### src/rtl/reloj_contador_alarma_pkg.sv
// Shared types and constants for the time-of-day / alarm register stage.
// Holds the alarm FSM encoding, counter moduli and field widths.
package reloj_contador_alarma_pkg;

    localparam int SEG_MAX  = 60;
    localparam int MIN_MAX  = 60;
    localparam int ANCHO_MS = 6;
    localparam int ANCHO_H  = 5;
    localparam int ANCHO_RING = 8;

    typedef enum logic [1:0] {
        REPOSO  = 2'd0,
        SONANDO = 2'd1,
        ESPERA  = 2'd2
    } estado_t;

endpackage

### src/rtl/reloj_contador_alarma_if.sv
// Bundle between the mode/function selector (master) and the clock stage (slave).
// Carries increment requests, alarm controls, the 1 Hz tick and the display values.
interface reloj_contador_alarma_if;
    import reloj_contador_alarma_pkg::*;

    logic                tick_seg;
    logic                aumentar_min;
    logic                aumentar_hor;
    logic                aumentar_min_al;
    logic                aumentar_hor_al;
    logic                alarma_habil;
    logic                apagar_alarma;
    logic [ANCHO_MS-1:0] segundos;
    logic [ANCHO_MS-1:0] minutos;
    logic [ANCHO_H-1:0]  horas;
    logic [ANCHO_MS-1:0] min_al;
    logic [ANCHO_H-1:0]  hor_al;
    logic                alarma_sonando;

    modport master (
        output tick_seg, aumentar_min, aumentar_hor,
        output aumentar_min_al, aumentar_hor_al,
        output alarma_habil, apagar_alarma,
        input  segundos, minutos, horas,
        input  min_al, hor_al, alarma_sonando
    );

    modport slave (
        input  tick_seg, aumentar_min, aumentar_hor,
        input  aumentar_min_al, aumentar_hor_al,
        input  alarma_habil, apagar_alarma,
        output segundos, minutos, horas,
        output min_al, hor_al, alarma_sonando
    );

endinterface

### src/rtl/reloj_contador_alarma_contador_mod.sv
// Modulo-MODULO counter with increment enable, synchronous clear and carry-out.
// Ports: clk, rst_n, inc, clr in; q (current), q_next (value after this edge), carry out.
module reloj_contador_alarma_contador_mod #(
    parameter int MODULO = 60,
    parameter int ANCHO  = 6
) (
    input  logic             clk,
    input  logic             rst_n,
    input  logic             inc,
    input  logic             clr,
    output logic [ANCHO-1:0] q,
    output logic [ANCHO-1:0] q_next,
    output logic             carry
);

    localparam logic [ANCHO-1:0] ULTIMO = ANCHO'(MODULO - 1);

    logic [ANCHO-1:0] cnt_q;
    logic [ANCHO-1:0] cnt_d;

    always_comb begin
        cnt_d = cnt_q;
        carry = inc && !clr && (cnt_q == ULTIMO);
        if (clr) begin
            cnt_d = '0;
        end else if (inc) begin
            cnt_d = carry ? '0 : cnt_q + 1'b1;
        end
    end

    always_ff @(posedge clk or negedge rst_n) begin
        if (!rst_n) begin
            cnt_q <= '0;
        end else begin
            cnt_q <= cnt_d;
        end
    end

    assign q      = cnt_q;
    assign q_next = cnt_d;

endmodule

### src/rtl/reloj_contador_alarma.sv
// Time-of-day and alarm register stage with edge-detected increments and alarm FSM.
// Ports: clock, reset (async, active-low), bus (slave side of the selector bundle).
module reloj_contador_alarma
    import reloj_contador_alarma_pkg::*;
#(
    parameter int HORAS_MAX       = 24,
    parameter int DURACION_ALARMA = 60
) (
    input  logic                    clock,
    input  logic                    reset,
    reloj_contador_alarma_if.slave  bus
);

    localparam logic [ANCHO_RING-1:0] DURACION = ANCHO_RING'(DURACION_ALARMA);

    // Previous request levels: {hor_al, min_al, hor, min}
    logic [3:0] prev_q;
    logic [3:0] prev_d;
    logic [3:0] nivel;
    logic [3:0] flanco;

    assign nivel  = {bus.aumentar_hor_al, bus.aumentar_min_al,
                     bus.aumentar_hor, bus.aumentar_min};
    assign prev_d = nivel;
    assign flanco = nivel & ~prev_q;

    always_ff @(posedge clock or negedge reset) begin
        if (!reset) begin
            prev_q <= '0;
        end else begin
            prev_q <= prev_d;
        end
    end

    logic                f_min;
    logic                f_hor;
    logic                f_min_al;
    logic                f_hor_al;

    assign f_min    = flanco[0];
    assign f_hor    = flanco[1];
    assign f_min_al = flanco[2];
    assign f_hor_al = flanco[3];

    logic [ANCHO_MS-1:0] seg;
    logic [ANCHO_MS-1:0] seg_n;
    logic [ANCHO_MS-1:0] min;
    logic [ANCHO_MS-1:0] min_n;
    logic [ANCHO_H-1:0]  hor;
    logic [ANCHO_H-1:0]  hor_n;
    logic [ANCHO_MS-1:0] mal;
    logic [ANCHO_MS-1:0] mal_n;
    logic [ANCHO_H-1:0]  hal;
    logic [ANCHO_H-1:0]  hal_n;
    logic                seg_c;
    logic                min_c;
    logic                hor_c;
    logic                mal_c;
    logic                hal_c;
    logic                inc_seg;
    logic                inc_min;
    logic                inc_hor;

    // A manual minute edge swallows the tick; the manual minute carry
    // never reaches the hours, and a manual hour edge absorbs a tick carry.
    assign inc_seg = bus.tick_seg && !f_min;
    assign inc_min = f_min || seg_c;
    assign inc_hor = f_hor || (min_c && !f_min);

    reloj_contador_alarma_contador_mod #(
        .MODULO (SEG_MAX),
        .ANCHO  (ANCHO_MS)
    ) u_seg (
        .clk    (clock),
        .rst_n  (reset),
        .inc    (inc_seg),
        .clr    (f_min),
        .q      (seg),
        .q_next (seg_n),
        .carry  (seg_c)
    );

    reloj_contador_alarma_contador_mod #(
        .MODULO (MIN_MAX),
        .ANCHO  (ANCHO_MS)
    ) u_min (
        .clk    (clock),
        .rst_n  (reset),
        .inc    (inc_min),
        .clr    (1'b0),
        .q      (min),
        .q_next (min_n),
        .carry  (min_c)
    );

    reloj_contador_alarma_contador_mod #(
        .MODULO (HORAS_MAX),
        .ANCHO  (ANCHO_H)
    ) u_hor (
        .clk    (clock),
        .rst_n  (reset),
        .inc    (inc_hor),
        .clr    (1'b0),
        .q      (hor),
        .q_next (hor_n),
        .carry  (hor_c)
    );

    reloj_contador_alarma_contador_mod #(
        .MODULO (MIN_MAX),
        .ANCHO  (ANCHO_MS)
    ) u_min_al (
        .clk    (clock),
        .rst_n  (reset),
        .inc    (f_min_al),
        .clr    (1'b0),
        .q      (mal),
        .q_next (mal_n),
        .carry  (mal_c)
    );

    reloj_contador_alarma_contador_mod #(
        .MODULO (HORAS_MAX),
        .ANCHO  (ANCHO_H)
    ) u_hor_al (
        .clk    (clock),
        .rst_n  (reset),
        .inc    (f_hor_al),
        .clr    (1'b0),
        .q      (hal),
        .q_next (hal_n),
        .carry  (hal_c)
    );

    logic unused_carry;
    assign unused_carry = hor_c ^ mal_c ^ hal_c;

    // Trigger looks at post-update values so it fires on arrival at hh:mm:00.
    logic disparo;
    assign disparo = bus.alarma_habil && bus.tick_seg &&
                     (seg_n == '0) && (min_n == mal_n) && (hor_n == hal_n);

    estado_t               estado_q;
    estado_t               estado_d;
    logic [ANCHO_RING-1:0] ring_q;
    logic [ANCHO_RING-1:0] ring_d;
    logic                  sonando_q;
    logic                  sonando_d;

    always_comb begin
        estado_d  = estado_q;
        ring_d    = ring_q;
        case (estado_q)
            REPOSO: begin
                if (disparo) begin
                    estado_d = SONANDO;
                    ring_d   = DURACION;
                end
            end
            SONANDO: begin
                if (bus.tick_seg && ring_q != '0) begin
                    ring_d = ring_q - 1'b1;
                end
                if (bus.apagar_alarma || !bus.alarma_habil ||
                    ring_d == '0) begin
                    estado_d = ESPERA;
                end
            end
            ESPERA: begin
                // Hold off until the matched minute has passed.
                if (min != mal || hor != hal) begin
                    estado_d = REPOSO;
                end
            end
            default: estado_d = REPOSO;
        endcase
        sonando_d = (estado_d == SONANDO);
    end

    always_ff @(posedge clock or negedge reset) begin
        if (!reset) begin
            estado_q  <= REPOSO;
            ring_q    <= '0;
            sonando_q <= 1'b0;
        end else begin
            estado_q  <= estado_d;
            ring_q    <= ring_d;
            sonando_q <= sonando_d;
        end
    end

    assign bus.segundos       = seg;
    assign bus.minutos        = min;
    assign bus.horas          = hor;
    assign bus.min_al         = mal;
    assign bus.hor_al         = hal;
    assign bus.alarma_sonando = sonando_q;

endmodule

### src/flat_wrapper.sv
// flat-port wrapper written by rule: the top's interface ports become plain ports
module reloj_contador_alarma_flat import reloj_contador_alarma_pkg::*;
#(
    parameter int HORAS_MAX       = 24,
    parameter int DURACION_ALARMA = 60
)
  (clock, reset, bus_tick_seg, bus_aumentar_min, bus_aumentar_hor, bus_aumentar_min_al, bus_aumentar_hor_al, bus_alarma_habil, bus_apagar_alarma, bus_segundos, bus_minutos, bus_horas, bus_min_al, bus_hor_al, bus_alarma_sonando);
  reloj_contador_alarma_if bus_i ();
  input  logic clock;
  input  logic reset;
  input wire logic [$bits(bus_i.tick_seg)-1:0] bus_tick_seg;
  input wire logic [$bits(bus_i.aumentar_min)-1:0] bus_aumentar_min;
  input wire logic [$bits(bus_i.aumentar_hor)-1:0] bus_aumentar_hor;
  input wire logic [$bits(bus_i.aumentar_min_al)-1:0] bus_aumentar_min_al;
  input wire logic [$bits(bus_i.aumentar_hor_al)-1:0] bus_aumentar_hor_al;
  input wire logic [$bits(bus_i.alarma_habil)-1:0] bus_alarma_habil;
  input wire logic [$bits(bus_i.apagar_alarma)-1:0] bus_apagar_alarma;
  output wire logic [$bits(bus_i.segundos)-1:0] bus_segundos;
  output wire logic [$bits(bus_i.minutos)-1:0] bus_minutos;
  output wire logic [$bits(bus_i.horas)-1:0] bus_horas;
  output wire logic [$bits(bus_i.min_al)-1:0] bus_min_al;
  output wire logic [$bits(bus_i.hor_al)-1:0] bus_hor_al;
  output wire logic [$bits(bus_i.alarma_sonando)-1:0] bus_alarma_sonando;
  assign bus_i.tick_seg = bus_tick_seg;
  assign bus_i.aumentar_min = bus_aumentar_min;
  assign bus_i.aumentar_hor = bus_aumentar_hor;
  assign bus_i.aumentar_min_al = bus_aumentar_min_al;
  assign bus_i.aumentar_hor_al = bus_aumentar_hor_al;
  assign bus_i.alarma_habil = bus_alarma_habil;
  assign bus_i.apagar_alarma = bus_apagar_alarma;
  assign bus_segundos = bus_i.segundos;
  assign bus_minutos = bus_i.minutos;
  assign bus_horas = bus_i.horas;
  assign bus_min_al = bus_i.min_al;
  assign bus_hor_al = bus_i.hor_al;
  assign bus_alarma_sonando = bus_i.alarma_sonando;
  reloj_contador_alarma #(.HORAS_MAX(HORAS_MAX), .DURACION_ALARMA(DURACION_ALARMA)) u_core (.clock(clock), .reset(reset), .bus(bus_i));
endmodule
### config.mk
export PLATFORM = sky130hd
export DESIGN_NAME = reloj_contador_alarma_flat
export DESIGN_NICKNAME = d
export VERILOG_FILES = /design/src/rtl/reloj_contador_alarma_pkg.sv /design/src/rtl/reloj_contador_alarma_if.sv /design/src/rtl/reloj_contador_alarma_contador_mod.sv /design/src/rtl/reloj_contador_alarma.sv /design/src/flat_wrapper.sv
export SDC_FILE = /design/constraint.sdc
export NUM_CORES = 1
export LEC_CHECK = 0
export CORE_UTILIZATION = 59
export DETAILED_ROUTE_END_ITERATION = 6
export PLACE_DENSITY = 0.89
export SYNTH_ARGS = -nofsm -noshare
export SYNTH_HDL_FRONTEND = slang
export SYNTH_SLANG_ARGS = --single-unit
### constraint.sdc
create_clock -name clock -period 5.1 [get_ports clock]
set_input_delay 0.765 -clock clock [delete_from_list [all_inputs] [get_ports clock]]
set_output_delay 0.765 -clock clock [all_outputs]
set_load 0.03 [all_outputs]
==> qor.txt, run 1 <==
status - finished, final reports clean
max_cap viols - 0
Final setup viols - 0
Vias/cell - 6.160
Chip Height - 69.54 um
crit path DAT - 3580 ps
final wirelength - 6.126 mm
Final WS setup - 1728 ps
kind of critical path - input port to register
CP max stage delay - 730 ps
hold_ws - 604.5 ps
async set-reset flop share out of synthesis - 1.000
clk_lat worst skew - 290 ps
final antenna-violating net count - 0
Setup WS pre-CTS - 1461 ps
Core ar. - 4384 um^2
largest net degree at the start of global routing - 44
sequential fraction of the synthesis area - 0.3998
diodes inserted - 0
peak supply drop - 0.0003038 V
global-route wire length before repair - 10.44 mm
synth warn - 0
Reg power frac - 0.362
RePlAce Congestion - 0.9087
routed wire length per instance - 16.38 um
I/O Buffers - 37
share of post-route cells with drive strength above 1 - 0.06211
CTS Hold Bufs - 0
CP Cell Sequence - clkdlybuf4s50_1 -> nand2_1 -> o21ai_2 -> mux2_2 -> xor2_1 -> nor4_1 -> o2111ai_1 -> o21ai_0
top_reg_cell synth - dfrtp_1
CTS sink count - 43
DR vias - 2,304
Final Skew - 5.421 ps
post-CTS sizing - 0
Worst slew margin - 0.3760
DR iter-0 viols - 190
synthesized flop and latch total - 43
die width - 69.54 um
worst-margin pin slew - 936.1 ps
DR pass1 iterations - 4
Multi-input gate area - 1523 um^2
Layout fillers - 320
Net Sw Power - 0.7368 mW
initial antenna violation count - 0
Mean Syn Cell Area - 9.443 um^2
Gate Count Post-Synth - 285
leakage power - 1.327 nW
area growth from synthesis to final layout - 17.62%
CTS root buf - clkbuf_8
full die area - 4836 um^2
vias in the first global route - 2,238
CP startpoint kind - input port
Congestion Overflow GR - 0
Final Max Slew Viols - 0
period utilization - 0.6612
Sum Neg Setup Slack - 0 ps
final hold vios - 0
min Tclk post-route - 3372 ps
Required @ worst endpoint - 5300 ps
clk slew on worst S/H paths - 70 ps
R2R Setup Slk - 2320 ps
fmax - 296.5 MHz
number of top-level pins - 38
CTS H-tree lvls - 2
CP Capture Type - register
syn nets - 301
Register Area - 1076 um^2
Total GRT Usage - 0.2735
crit path max-delay cell type - clkdlybuf4s50_1
area of the mapped netlist - 2691 um^2
combinational share of power - 0.516
EDFF count, synth - 0
DPL Wire Length - 4.647 mm
pwr/cell area - 511.3 nW/um^2
CTS max path bufs - 2
Net Sw Frac - 0.4553
Starting Density - 0.6139
final layout net count - 339
Site Rows - 24
post-CTS setup buffer count - 0
drt drc - 0
Synth cell types - 53
RSZ-0062 raised after global routing - false
CP Max Fanout - 12
CTS tree - yes
Internal - 0.8816 mW
clock power share - 0.122
Worst Hold Class - register to register
CTS Buf Count - 5
[area by class of cell]
class / instances / share of cell area
clock buffers: 6 / 0.02292
well taps: 52 / 0.02055
flip-flops and latches: 43 / 0.3399
repair buffers: 37 / 0.1154
inverters: 17 / 0.02016
multi-input cells: 219 / 0.4810
[synthesized netlist by cell type, types with 4 or more instances]
library cell	number	area, um^2
a21oi_1	21	105.1
nor2_1	18	67.56
and3_1	6	37.54
dfrtp_1	43	1076
buf_2	4	20.02
inv_1	17	63.81
nand2_1	18	67.56
o21ai_0	16	80.08
nor2b_1	7	43.79
and4b_1	4	40.04
mux2_2	5	56.30
nor3_1	7	35.03
nand3b_1	5	37.54
nand2b_1	4	25.02
nand3_1	10	50.05
nand4b_1	6	52.55
mux2i_1	7	70.07
ha_1	7	87.58
xor2_1	11	96.34
xnor2_1	18	157.7
[worst max-delay path, delay by kind of cell]
family,cells,cell delay (ps)
compound gates,3,840
buf+inv,1,730
simple gates,2,680
mux,1,390
xor+xnor,1,170
[cells in the final DEF (no fill, tap or decap), drive strengths merged, types with 2 or more instances in the layout]
master         Yosys  routed
a21oi             21      21
a311oi             2       2
and2               2       2
and3               6       6
and4               3       3
and4b              4       4
clkbuf             2       6
clkdlybuf4s50      0      36
dfrtp             43      43
ha                 7       7
inv               17      17
mux2               5       5
mux2i              7       7
nand2             18      18
nand2b             4       4
nand3             10      10
nand3b             5       5
nand4              3       3
nand4b             6       6
nor2              18      18
nor2b              7       7
nor3               7       7
nor3b              2       2
nor4               3       3
o2111ai            2       2
o211ai             3       3
o21ai             18      18
o31ai              3       3
or2                3       3
or3                4       4
or3b               2       2
xnor2             18      18
xor2              11      11
[final timing paths]
kind	startpoint	endpoint	cells after the start
worst max-delay path	bus_tick_seg	u_core.ring_q[4]	8
worst min-delay path	u_core.u_seg.q[1]	u_core.u_seg.q[1]	2
worst max register to register	u_core.u_seg.q[0]	u_core.ring_q[4]	8
worst min register to register	u_core.u_seg.q[1]	u_core.u_seg.q[1]	2
max in group asynchronous	reset	u_core.bus.alarma_sonando	1
min in group asynchronous	reset	u_core.u_min_al.q[0]	1
[power by group through the flow]
| stage | combinational, mW | clock (mW) | sequential [mW] |
|---|---|---|---|
| 2_1_floorplan | 0.410 | 0 | 0.700 |
| 3_3_place_gp | 0.808 | 0 | 0.584 |
| 3_5_place_dp | 0.825 | 0 | 0.590 |
| 4_1_cts | 0.834 | 0.201 | 0.584 |
| 5_1_grt | 0.900 | 0.214 | 0.604 |
| 6_report | 0.836 | 0.197 | 0.586 |
[sequential cells by signal, indices dropped and copies added (netlist names)]
| name | flops |
|---|---|
| u_core.u_min_al.q | 6 |
| u_core.bus.alarma_sonando | 1 |
| u_core.estado_q | 2 |
| u_core.u_hor_al.q | 5 |
| u_core.prev_q | 4 |
| u_core.ring_q | 8 |
| u_core.u_min.q | 6 |
| u_core.u_hor.q | 5 |
| u_core.u_seg.q | 6 |
[per-layer routing]
metal	up-vias	global-route usage	wire length (um)
li1	1113	-	-
met4	0	0.08390	127
met3	15	0.05233	341
met2	77	0.4509	2954
met5	-	0	0
met1	1099	0.3656	2703
[cells by family (layout without fill, tap and decap cells)]
kind of cell,count (synthesis),count (layout),share of synthesized area
mux,12,12,0.04695
fa+ha+maj,7,7,0.03254
flops,43,43,0.3998
compound gates,62,62,0.1520
xor+xnor,30,30,0.1032
simple gates,108,108,0.2311
buf+inv,23,60,0.03440
[metrics by stage]
step,power (mW),cell area [um^2],utilization,instances
CTS,1.619,3166,0.7220,374
global route,1.718,3166,0.7220,374
floorplan,1.110,2691,-,285
detailed placement,1.415,3093,0.7055,368
global placement,1.391,3093,0.7055,368
finish,1.618,3166,0.7220,374
Note: power is estimated with default switching activity, not from simulation.
==> inputs of run 2 (changes only) <==
Settings changed: CORE_UTILIZATION 59 to 49, PLACE_DENSITY 0.89 to 0.8.
Clock period 5.1 ns to 2.7 ns, I/O delays scaled along.
==> qor.txt, run 2 (synthesis gave the netlist of run 1 again) <==
status - finished, final reports clean (unchanged)
Final Instance Area - 3373 um^2 (was 3166 um^2)
routed wire length per instance - 15.09 um (was 16.38 um)
fmax - 402.2 MHz
final layout net count - 356 (was 339)
RSZ-0062 raised after global routing - false (unchanged)
peak supply drop - 0.0006491 V (was 0.0003038 V)
Final Max Slew Viols - 0 (unchanged)
CTS sink count - 43 (unchanged)
placed cell area - 3236 um^2 (was 3093 um^2)
PnR Total Power - 3.243 mW (was 1.618 mW)
CP startpoint kind - register (was input port)
area growth from synthesis to final layout - 25.34% (was 17.62%)
Vias/cell - 5.640 (was 6.160)
Sum Neg Setup Slack - 0 ps (unchanged)
CP Max Fanout - 5 (was 12)
Chip Height - 76.11 um (was 69.54 um)
Internal - 1.815 mW (was 0.8816 mW)
final wirelength - 6.203 mm (was 6.126 mm)
DR iter-0 viols - 118 (was 190)
Reg power frac - 0.343 (was 0.362)
period utilization - 0.9209
diodes inserted - 0 (unchanged)
min Tclk post-route - 2486 ps
drt drc - 0 (unchanged)
final antenna-violating net count - 0 (unchanged)
Final Skew - 9.972 ps (was 5.421 ps)
global-route wire length before repair - 10.29 mm (was 10.44 mm)
leakage power - 1.432 nW (was 1.327 nW)
most frequent cells in the layout - 43 x dfrtp_1, 36 x clkdlybuf4s50_1, 21 x a21oi_1 (unchanged)
Net Sw Power - 1.428 mW (was 0.7368 mW)
I/O Buffers - 37 (unchanged)
Layout fillers - 430 (was 320)
clock power share - 0.160 (was 0.122)
number of flip-flops in the largest register - 8 (unchanged)
die width - 76.11 um (was 69.54 um)
DR pass1 iterations - 4 (unchanged)
Worst slew margin - 0.3762 (was 0.3760)
Starting Density - 0.5171 (was 0.6139)
CP Capture Type - register (unchanged)
CTS root buf - clkbuf_8 (unchanged)
number of top-level pins - 38 (unchanged)
Worst Hold Class - input port to async pin (was register to register)
Total GRT Usage - 0.2258 (was 0.2735)
Site Rows - 26 (was 24)
Required @ worst endpoint - 2870 ps (was 5300 ps)
share of post-route cells with drive strength above 1 - 0.1261 (was 0.06211)
Net Sw Frac - 0.4403 (was 0.4553)
RePlAce Congestion - 0.8710 (was 0.9087)
kind of critical path - register to register (was input port to register)
Final setup viols - 0 (unchanged)
clk slew on worst S/H paths - 90 ps (was 70 ps)
CTS max path bufs - 2 (unchanged)
CTS H-tree lvls - 2 (unchanged)
hold_ws - 232.7 ps (was 604.5 ps)
initial antenna violation count - 0 (unchanged)
pwr/cell area - 961.5 nW/um^2 (was 511.3 nW/um^2)
CTS Buf Count - 5 (unchanged)
Congestion Overflow GR - 0 (unchanged)
CTS tree - yes (unchanged)
Core ar. - 5205 um^2 (was 4384 um^2)
worst-margin pin slew - 935.6 ps (was 936.1 ps)
crit path DAT - 2660 ps (was 3580 ps)
final hold vios - 0 (unchanged)
DR vias - 2,318 (was 2,304)
vias in the first global route - 2,121 (was 2,238)
commonest non-fill, non-tap cell in the layout - dfrtp_1 (unchanged)
combinational share of power - 0.496 (was 0.516)
clk_lat worst skew - 300 ps (was 290 ps)
max_cap viols - 0 (unchanged)
full die area - 5793 um^2 (was 4836 um^2)
DPL Wire Length - 4.719 mm (was 4.647 mm)
largest net degree at the start of global routing - 44 (unchanged)
largest reg by FF count - u_core.ring_q (unchanged)
[run 2: routing by layer]
| layer | wire length [um] | part of all wire | track usage |
|---|---|---|---|
| met1 | 2901 | 0.47 | 0.3098 |
| met2 | 2913 | 0.47 | 0.3636 |
| met3 | 281 | 0.045 | 0.03593 |
| met4 | 107 | 0.017 | 0.07885 |
| met5 | 0 | 0 | 0 |
[run 2: power by group through the flow]
stage	Sequential (mW)	Combinational [mW]	Clock (mW)
floorplan	1.32	0.774	0
global placement	1.11	1.56	0
detailed placement	1.12	1.60	0
CTS	1.11	1.61	0.526
global route	1.15	1.74	0.548
finish	1.11	1.61	0.521
[run 2: worst paths after layout]
path                       cells past startpoint                        end  slack (ps)           startpoint
hold / removal                                 1           u_core.prev_q[3]         230                reset
hold reg to reg                                2          u_core.u_seg.q[1]         590    u_core.u_seg.q[1]
setup reg to reg                               8  u_core.bus.alarma_sonando         210     u_core.ring_q[3]
min in group clock                             1           u_core.prev_q[3]         590  bus_aumentar_hor_al
setup / recovery                               8  u_core.bus.alarma_sonando         210     u_core.ring_q[3]
max in group asynchronous                      1           u_core.prev_q[0]        1880                reset
[run 2: stage by stage]
stage / utilization / setup WS [ps] / std cells
floorplan: - / 237.6 / 285
global placement: 0.6216 / 54.46 / 402
detailed placement: 0.6216 / -31.63 / 402
CTS: 0.6442 / 140.8 / 410
global route: 0.6481 / 9.341 / 411
finish: 0.6481 / 213.6 / 411
[run 2: timing repair]
item / 4_1_cts / 5_1_grt
setup endpoints to repair: 0 / 10
hold buffers: 0 / 0
setup buffers: 0 / 1
gates resized for setup: 0 / 4
[run 2: area by class of cell]
cell class,count,area (um^2),area share
Clock buffer,6,82.58,0.02448
Clock inverter,2,35.03,0.01039
Inverter,17,63.81,0.01892
Multi-Input combinational cell,219,1535,0.4551
Sequential cell,43,1076,0.3190
Tap cell,70,87.58,0.02596
Timing Repair Buffer,54,493.0,0.1461
[run 2: critical path: stages, from the launching register on]
cell and delay, ps:
dfrtp_1 430, or4_4 560, o41ai_4 230, buf_4 180, mux2i_1 180, nand2_1 60, o311ai_1 440, or3b_1 200
o21ai_0 80
